File: src/rtl/pingpong_pkg.sv
// ---------------------------------------------------------------------------
// pingpong_pkg
// Shared types and constants for the ping-pong stream buffer.
//   bank_idx_t     : selects one of the two banks
//   DEF_DATA_W     : default data word width
//   DEF_DEPTH      : default number of words per bank
//   addr_w()       : address width needed to index a bank of a given depth
// ---------------------------------------------------------------------------
package pingpong_pkg;

   localparam int DEF_DATA_W = 8;
   localparam int DEF_DEPTH  = 16;

   typedef logic bank_idx_t;

   // A bank of depth 1 still needs one address bit so ports never collapse
   // to zero width.
   function automatic int addr_w(input int depth);
      return (depth > 1) ? $clog2(depth) : 1;
   endfunction

endpackage

File: src/rtl/pingpong_bank_mem.sv
// ---------------------------------------------------------------------------
// pingpong_bank_mem
// One DEPTH x DATA_W register-array bank with a synchronous write port and
// an asynchronous (combinational) read port.
//   clk      : clock, writes happen on the rising edge
//   wr_en    : write enable
//   wr_addr  : write address
//   wr_data  : write data
//   rd_addr  : read address
//   rd_data  : read data, combinational from rd_addr
// ---------------------------------------------------------------------------
module pingpong_bank_mem #(
   parameter int DATA_W = 8,
   parameter int DEPTH  = 16,
   parameter int ADDR_W = 4
) (
   input  logic              clk,
   input  logic              wr_en,
   input  logic [ADDR_W-1:0] wr_addr,
   input  logic [DATA_W-1:0] wr_data,
   input  logic [ADDR_W-1:0] rd_addr,
   output logic [DATA_W-1:0] rd_data
);

   logic [DATA_W-1:0] mem [DEPTH];

   // Storage is deliberately not reset; contents only become visible once
   // the owning frame has been closed by the writer.
   always_ff @(posedge clk) begin
      if (wr_en) begin
         mem[wr_addr] <= wr_data;
      end
   end

   assign rd_data = mem[rd_addr];

endmodule

File: src/rtl/pingpong_stream_buf.sv
// ---------------------------------------------------------------------------
// pingpong_stream_buf
// Double-bank (ping-pong) frame buffer with valid/ready on both sides. The
// writer fills one bank while the reader drains the other; each side swaps
// banks independently when a frame closes (bank filled or in_last).
//   clk            : clock, all logic on the rising edge
//   rst            : synchronous reset, active-high
//   in_valid/in_ready/in_data/in_last     : write stream
//   out_valid/out_ready/out_data/out_last : read stream
//   bank_full      : per-bank "closed frame present" flags
//   frames_pending : number of closed, unread frames (0..2)
// ---------------------------------------------------------------------------
module pingpong_stream_buf
   import pingpong_pkg::*;
#(
   parameter  int DATA_W = DEF_DATA_W,
   parameter  int DEPTH  = DEF_DEPTH,
   localparam int ADDR_W = addr_w(DEPTH)
) (
   input  logic              clk,
   input  logic              rst,
   input  logic              in_valid,
   output logic              in_ready,
   input  logic [DATA_W-1:0] in_data,
   input  logic              in_last,
   output logic              out_valid,
   input  logic              out_ready,
   output logic [DATA_W-1:0] out_data,
   output logic              out_last,
   output logic [1:0]        bank_full,
   output logic [1:0]        frames_pending
);

   bank_idx_t                wr_bank_q, wr_bank_d;
   bank_idx_t                rd_bank_q, rd_bank_d;
   logic [ADDR_W-1:0]        wr_addr_q, wr_addr_d;
   logic [ADDR_W-1:0]        rd_addr_q, rd_addr_d;
   logic [1:0]               bank_full_q, bank_full_d;
   logic [1:0][ADDR_W:0]     bank_len_q, bank_len_d;

   logic                     wr_accept;
   logic                     rd_accept;
   logic [DATA_W-1:0]        bank_rd_data [2];

   // Handshake outputs: the writer may only touch an empty bank and the
   // reader only presents a closed one, so set and clear of a single bank
   // can never collide.
   assign in_ready       = !rst && !bank_full_q[wr_bank_q];
   assign out_valid      = bank_full_q[rd_bank_q];
   assign out_data       = bank_rd_data[rd_bank_q];
   assign out_last       = out_valid &&
                           ({1'b0, rd_addr_q} == (bank_len_q[rd_bank_q] - (ADDR_W+1)'(1)));
   assign bank_full      = bank_full_q;
   assign frames_pending = {1'b0, bank_full_q[0]} + {1'b0, bank_full_q[1]};

   assign wr_accept = in_valid && in_ready;
   assign rd_accept = out_valid && out_ready;

   // Two identical banks; only the bank the writer currently owns sees the
   // write enable, and the read address is shared because only the reader's
   // bank is ever selected onto out_data.
   for (genvar g = 0; g < 2; g++) begin : g_bank
      pingpong_bank_mem #(
         .DATA_W (DATA_W),
         .DEPTH  (DEPTH),
         .ADDR_W (ADDR_W)
      ) u_bank (
         .clk     (clk),
         .wr_en   (wr_accept && (wr_bank_q == bank_idx_t'(g))),
         .wr_addr (wr_addr_q),
         .wr_data (in_data),
         .rd_addr (rd_addr_q),
         .rd_data (bank_rd_data[g])
      );
   end

   // Next-state for both pointers. A write close and a read release in the
   // same cycle always target different banks, so both updates to
   // bank_full_d are applied together.
   always_comb begin
      wr_bank_d   = wr_bank_q;
      rd_bank_d   = rd_bank_q;
      wr_addr_d   = wr_addr_q;
      rd_addr_d   = rd_addr_q;
      bank_full_d = bank_full_q;
      bank_len_d  = bank_len_q;

      if (wr_accept) begin
         if ((wr_addr_q == ADDR_W'(DEPTH - 1)) || in_last) begin
            bank_full_d[wr_bank_q] = 1'b1;
            bank_len_d[wr_bank_q]  = {1'b0, wr_addr_q} + (ADDR_W+1)'(1);
            wr_bank_d              = ~wr_bank_q;
            wr_addr_d              = '0;
         end else begin
            wr_addr_d = wr_addr_q + ADDR_W'(1);
         end
      end

      if (rd_accept) begin
         if (out_last) begin
            bank_full_d[rd_bank_q] = 1'b0;
            rd_bank_d              = ~rd_bank_q;
            rd_addr_d              = '0;
         end else begin
            rd_addr_d = rd_addr_q + ADDR_W'(1);
         end
      end
   end

   // State registers. Reset discards any partial or closed frames; the
   // stored lengths are cleared too so a stale length can never be used.
   always_ff @(posedge clk) begin
      if (rst) begin
         wr_bank_q   <= 1'b0;
         rd_bank_q   <= 1'b0;
         wr_addr_q   <= '0;
         rd_addr_q   <= '0;
         bank_full_q <= '0;
         bank_len_q  <= '0;
      end else begin
         wr_bank_q   <= wr_bank_d;
         rd_bank_q   <= rd_bank_d;
         wr_addr_q   <= wr_addr_d;
         rd_addr_q   <= rd_addr_d;
         bank_full_q <= bank_full_d;
         bank_len_q  <= bank_len_d;
      end
   end

endmodule

File: config.mk
export PLATFORM = sky130hd
export DESIGN_NAME = pingpong_stream_buf
export DESIGN_NICKNAME = d
export VERILOG_FILES = /design/src/rtl/pingpong_pkg.sv /design/src/rtl/pingpong_bank_mem.sv /design/src/rtl/pingpong_stream_buf.sv
export SDC_FILE = /design/constraint.sdc
export NUM_CORES = 1
export LEC_CHECK = 0
export CAP_MARGIN = 20
export CELL_PAD_IN_SITES_DETAIL_PLACEMENT = 0
export CELL_PAD_IN_SITES_GLOBAL_PLACEMENT = 1
export CORE_ASPECT_RATIO = 0.6
export CORE_MARGIN = 10
export CORE_UTILIZATION = 54
export DETAILED_ROUTE_END_ITERATION = 10
export PLACE_DENSITY = 0.76
export SLEW_MARGIN = 20
export SYNTH_ARGS = -nofsm -noshare
export SYNTH_HDL_FRONTEND = slang
export SYNTH_SLANG_ARGS = --single-unit
File: constraint.sdc
create_clock -name clk -period 2.8 [get_ports clk]
set_input_delay 0.28 -clock clk [delete_from_list [all_inputs] [get_ports clk]]
set_output_delay 0.28 -clock clk [all_outputs]
set_load 0.01 [all_outputs]
==> results of run 1 <==
power groups by stage:
| stage | Sequential (W) | Clock (W) | Combinational, W |
|---|---|---|---|
| floorplan | 0.00470 | 0 | 0.000142 |
| global placement | 0.00470 | 0 | 0.000302 |
| detailed placement | 0.00470 | 0 | 0.000310 |
| CTS | 0.00461 | 0.00341 | 0.000351 |
| global route | 0.00461 | 0.00359 | 0.000378 |
| finish | 0.00461 | 0.00337 | 0.000354 |
worst max path at each step:
stage	start	to	slack, ns	depth (start not counted)
after global routing	flop	out_data[5]	-0.36	7
after detailed placement	flop	out_data[5]	-0.02	5
final	flop	out_data[5]	-0.32	7
after CTS	flop	out_data[5]	-0.30	7
after floorplan	rd_bank_q	bank_full[0]	0.40	9
after global placement	flop	out_data[4]	0.01	5
registers in the layout (all words and copies together) (netlist names), named ones only:
register / count
g_bank.u_bank.mem: 256
bank_len_q: 10
rd_addr_q: 4
wr_addr_q: 4
bank_full: 2
rd_bank_q: 1
wr_bank_q: 1
worst max-delay path: stages (launching register included):
cell and delay, ns:
dfxtp_4 0.38, buf_12 0.12, buf_12 0.12, buf_12 0.13, mux4_2 0.60, mux4_2 0.50, mux2_4 0.31, buf_6 0.13
cells in the final DEF, fill, tap and decap left out, drive strengths merged, types with 2 or more instances in the layout:
| master | instances |
|---|---|
| clkbuf | 33 |
| buf | 88 |
| and2 | 6 |
| nor3 | 3 |
| xor2 | 6 |
| o21ai | 4 |
| clkinvlp | 4 |
| nor2 | 46 |
| clkdlybuf4s50 | 18 |
| ha | 7 |
| dfxtp | 26 |
| mux4 | 80 |
| inv | 4 |
| mux2 | 9 |
| a21oi | 12 |
| mux2i | 7 |
| nand2 | 21 |
| edfxtp | 256 |
| xnor2 | 4 |
| a211oi | 7 |
| nand3 | 3 |
| clkinv | 9 |
| nand2b | 2 |
layout make-up:
cell class,count,area share
Clock buffer,32,0.0525
Tap cell,273,0.0258
Inverter,3,0.000852
Timing Repair Buffer,107,0.0794
Multi-Input combinational cell,234,0.211
Sequential cell,282,0.622
Clock inverter,15,0.00862
through the flow:
step / instances / setup TNS [ns] / util / hold slack (ns)
floorplan: 550 / 0 / - / 0.379
global placement: 880 / 0 / 0.601 / 0.467
detailed placement: 880 / -0.0222 / 0.601 / 0.474
CTS: 944 / -1.76 / 0.656 / 0.490
global route: 946 / -2.33 / 0.657 / 0.516
finish: 946 / -2.04 / 0.657 / 0.495
timing repair:
item	CTS	global route
endpoints found under the setup margin	9	9
resized for setup	72	4
setup buffers	15	3
cloned	2	0
kinds of logic (layout without fill, tap and decap cells):
| family | Yosys count | in the layout | synth area share |
|---|---|---|---|
| DFF | 282 | 282 | 0.738 |
| and+or+nand+nor | 90 | 90 | 0.0364 |
| adders and majority gates | 7 | 7 | 0.00787 |
| xor gates and xnor gates | 10 | 10 | 0.00787 |
| buffers and inverters | 34 | 157 | 0.0151 |
| AOI/OAI and AO/OA | 31 | 31 | 0.0177 |
| muxes | 96 | 96 | 0.177 |
routing by layer:
layer,part of all wire,GRT usage,up-vias
met5,0,0,-
met4,0.018,0.0390,0
met3,0.12,0.0646,37
met2,0.44,0.268,323
met1,0.43,0.299,3023
li1,-,-,2457
==> impl_metrics.toml, run 1 <==
[global_route]
grt_start_max_net_pins = 33
grt_pass1_wl_mm = 39.1
grt_pass1_vias = 5804
grt_util_all_layers = 0.196
overflow = 0
grt_antenna_before_repair = 0

[synthesis]
ys_seq_area_frac = 0.738
ys_types = 43
synth_warnings = 0
synth_ff_type = "edfxtp_1"
synth-seq-cells = 282
synth_common_cells = "256 x edfxtp_1, 80 x mux4_2, 46 x nor2_1"
synthArstFlopShare = 0
synth_nets = 570
avgSynthCellArea_um2 = 20.2
syn_inst = 550
yosysTopAreaCell = "edfxtp_1"
synth_area_leaders = "edfxtp_1 69%, mux4_2 16%, dfxtp_1 4.7%"
netlist_area_mm2 = 0.0111
synth_edf_count = 256
yosysMostFrequentCell = "edfxtp_1"
synth_top_area_frac = 0.691

[critical_path]
worst-endpoint-required_ns = 2.52
r2r_setup_slack_ns = 0.59
worst_setup_path_start_kind = "flop"
crit_type = "flop to primary output"
endpoint_kind = "primary output"
r2r_cells = 7
regToRegStartpoint = "rd_bank_q"
cp_data_arrival_time_ns = 2.84
reg2reg_to = "bank_full[0]"
worstPathMaxFanout = 6

[sta]
slew_viol_final = 0
finalClockSkew_ns = 0.00619
min_period_ns = 3.12
relSlewSlack = 0.519
max_freq_mhz = 320
period_share = 1.12
worst_slew_pin_slew_ns = 0.721
rsz0062_at_grt = "true"
hold_viol_final = 0
setup_viol = 8
fin_ws_ns = -0.322

[route]
wl_mm = 26.2
drc = 0
drt_iter0_markers = 712
drt_first_pass_iters = 5
vias_per_cell = 6.17
wire_per_inst_um = 27.7
drtAntennaViolNets = 0
dr_total_vias = 5840

[placement]
dpl.hpwl_mm = 16.9
io_buffer_count = 27
gp_congestion = 0.844
placed_cell_area_mm2 = 0.0121
dp_worst_setup_slack_ns = -0.0222

[worst_hold_path]
hp-start = "bank_len_q[6]"
holdPathStages = 2
whs_endpoint = "bank_len_q[6]"
hp-class = "flop to flop"

[floorplan]
core_mm2 = 0.0201
die_y_um = 131
initial_core_util = 0.553
die_w_um = 205
rows = 40
ios = 28
dieArea_mm2 = 0.0269

[clock_tree]
cts_sinks = 282
cts_tree = "yes"
clk-insertion-delay-late_ns = 0.53
holdBufCountCts = 0
cts_root_buffer = "clkbuf_16"
htree_levels = 1
path_clk_slew_ns = 0.07
cts_buffers = 26
clockBufferDepth = 3

[run_status]
status = "complete, but fails checks"
violations = "negative setup slack"

[power_and_ir_drop]
p_sw_frac = 0.205
p_int_w = 0.00663
power_density_mw_per_mm2 = 631
p_clk_frac = 0.405
leakagePower_nw = 4.24
p_switching_w = 0.00170
power_frac_comb = 0.042
power.total_w = 0.00833
ir_drop_mv = 0.483
p_seq_frac = 0.553

[layout]
area_growth_pct = 18.8
multi_input_comb_area_mm2 = 0.00279
final_cell_area_mm2 = 0.0132
fillers = 1314
regArea_mm2 = 0.00821
fin_nets = 674
diodes = 0
drive_gt1_frac = 0.334

[flow_run]
cap_violations = 0
Note: power is estimated with default switching activity, not from simulation.
==> run 2, diff against run 1 <==
PLACE_DENSITY = 0.86   (was 0.76)
==> impl_metrics.toml, run 2 (synthesis gave the netlist of run 1 again) <==
[route]
drt_first_pass_iters = 5
drtAntennaViolNets = 0
wl_mm = 26.5
drc = 0
wire_per_inst_um = 28.1
drt_iter0_markers = 798
vias_per_cell = 6.23
dr_total_vias = 5879

[sta]
fin_ws_ns = -0.290
finalClockSkew_ns = 0.0167
rsz0062_at_grt = "true"
fin_hold_ws_ns = 0.289
worst_slew_pin_slew_ns = 0.603
relSlewSlack = 0.598
setup_viol = 8
slew_viol_final = 0
fin_setup_tns_ns = -2.09
hold_viol_final = 0
period_share = 1.10
max_freq_mhz = 324
min_period_ns = 3.09

[placement]
io_buffer_count = 27
dpl.hpwl_mm = 16.6
placed_cell_area_mm2 = 0.0121
dp.cells = 876
gp_congestion = 0.825
dp_worst_setup_slack_ns = -0.00169

[critical_path]
crit_type = "flop to primary output"
worst_setup_path_start_kind = "flop"
worstPathMaxFanout = 6
endpoint_kind = "primary output"
cp_data_arrival_time_ns = 2.81
worst-endpoint-required_ns = 2.52

[floorplan]
dieArea_mm2 = 0.0269
core_mm2 = 0.0201
die_w_um = 205
die_y_um = 131
ios = 28
rows = 40
initial_core_util = 0.553

[layout]
top_regs = "g_bank.u_bank.mem x256, bank_len_q x10"
largest_reg_flops = 256
diodes = 0
final_cell_area_mm2 = 0.0132
final_common_cell = "edfxtp_1"
top_register = "g_bank.u_bank.mem"
fin_nets = 672
final_cell_mix = "256 x edfxtp_1, 80 x mux4_2, 58 x buf_4"
drive_gt1_frac = 0.325
final_cells = 943
area_growth_pct = 18.9

[global_route]
overflow = 0
grt_util_all_layers = 0.199
top_usage_layer = "met1"
met3_usage = 0.0727
groute.layer.met2.usage = 0.282
grt_pass1_vias = 5886
grt_antenna_before_repair = 0
grt_pass1_wl_mm = 40.1
grt_start_max_net_pins = 38
use_met1 = 0.293

[clock_tree]
cts_sinks = 282
holdBufCountCts = 0
clockBufferDepth = 3
cts_tree = "yes"
clk-insertion-delay-late_ns = 0.53
cts_buffers = 25
path_clk_slew_ns = 0.07
cts_root_buffer = "clkbuf_16"
htree_levels = 1

[power_and_ir_drop]
power_frac_comb = 0.045
p_int_w = 0.00654
p_seq_frac = 0.562
ir_drop_mv = 0.517
p_switching_w = 0.00166
power_density_mw_per_mm2 = 620
p_clk_frac = 0.394
leakagePower_nw = 4.24
p_sw_frac = 0.202

[run_status]
status = "complete, but fails checks"
violations = "negative setup slack"

[worst_hold_path]
hp-class = "input pin to flop"

[flow_run]
cap_violations = 0
[run 2: cell types whose count changed in the layout (fill, tap and decap cells not counted), sizes merged]
cell           before  now
clkinvlp            4    0
clkinv              9    8
clkdlybuf4s50      18   17
clkbuf             33   35
inv                 4    5
[run 2: critical path, cell delays in order (launching register included)]
cell     delay, ns
dfxtp_4       0.37
buf_12        0.12
buf_12        0.12
buf_12        0.11
mux4_2        0.57
mux4_2        0.55
mux2_4        0.32
buf_6         0.13
[run 2: final cells by class]
class / count / area [um^2]
Clock inverter: 11 / 81.3
Multi-Input combinational cell: 234 / 2790
Sequential cell: 282 / 8210
Timing Repair Buffer: 106 / 1130
Tap cell: 273 / 342
Inverter: 3 / 11.3
Fill cell: 1285 / 6890
Clock buffer: 34 / 669
[run 2: path summary, 6_finish.rpt]
check	cells after the start	slack (ns)	end	start
max	7	-0.29	out_data[3]	flop
min	1	0.29	g_bank[1].u_bank.mem[3][5]	in_data[5]
min reg2reg	2	0.49	bank_len_q[1]	bank_len_q[1]
max reg2reg	7	0.54	bank_full[0]	rd_bank_q
[run 2: power groups by stage]
| stage | Combinational (W) | Clock, W | Sequential, W |
|---|---|---|---|
| floorplan | 0.000142 | 0 | 0.00470 |
| global placement | 0.000292 | 0 | 0.00470 |
| detailed placement | 0.000302 | 0 | 0.00470 |
| CTS | 0.000357 | 0.00327 | 0.00461 |
| global route | 0.000388 | 0.00344 | 0.00461 |
| finish | 0.000365 | 0.00323 | 0.00461 |
[run 2: per-stage QoR]
step | util | power, W
after detailed placement | 0.600 | 0.00500
after floorplan | - | 0.00484
after CTS | 0.657 | 0.00823
final | 0.658 | 0.00820
after global placement | 0.600 | 0.00499
after global routing | 0.658 | 0.00844
[run 2: routing by layer]
layer,up-vias,share of wire
li1,2442,-
met1,3050,0.41
met2,357,0.45
met3,30,0.13
met4,0,0.014
met5,-,0
[run 2: what timing repair did]
| item | CTS | global route |
|---|---|---|
| pin swaps | 0 | 1 |
| gates resized for setup | 64 | 5 |
| buffers inserted | 15 | 2 |
| gates cloned | 5 | 0 |
| endpoints found under the setup margin | 9 | 9 |
==> run 3, diff against run 2 <==
SKIP_LAST_GASP = 1   (was unset)
==> results of run 3 <==
The final DEF is identical to that of run 2; final timing and power are the same.
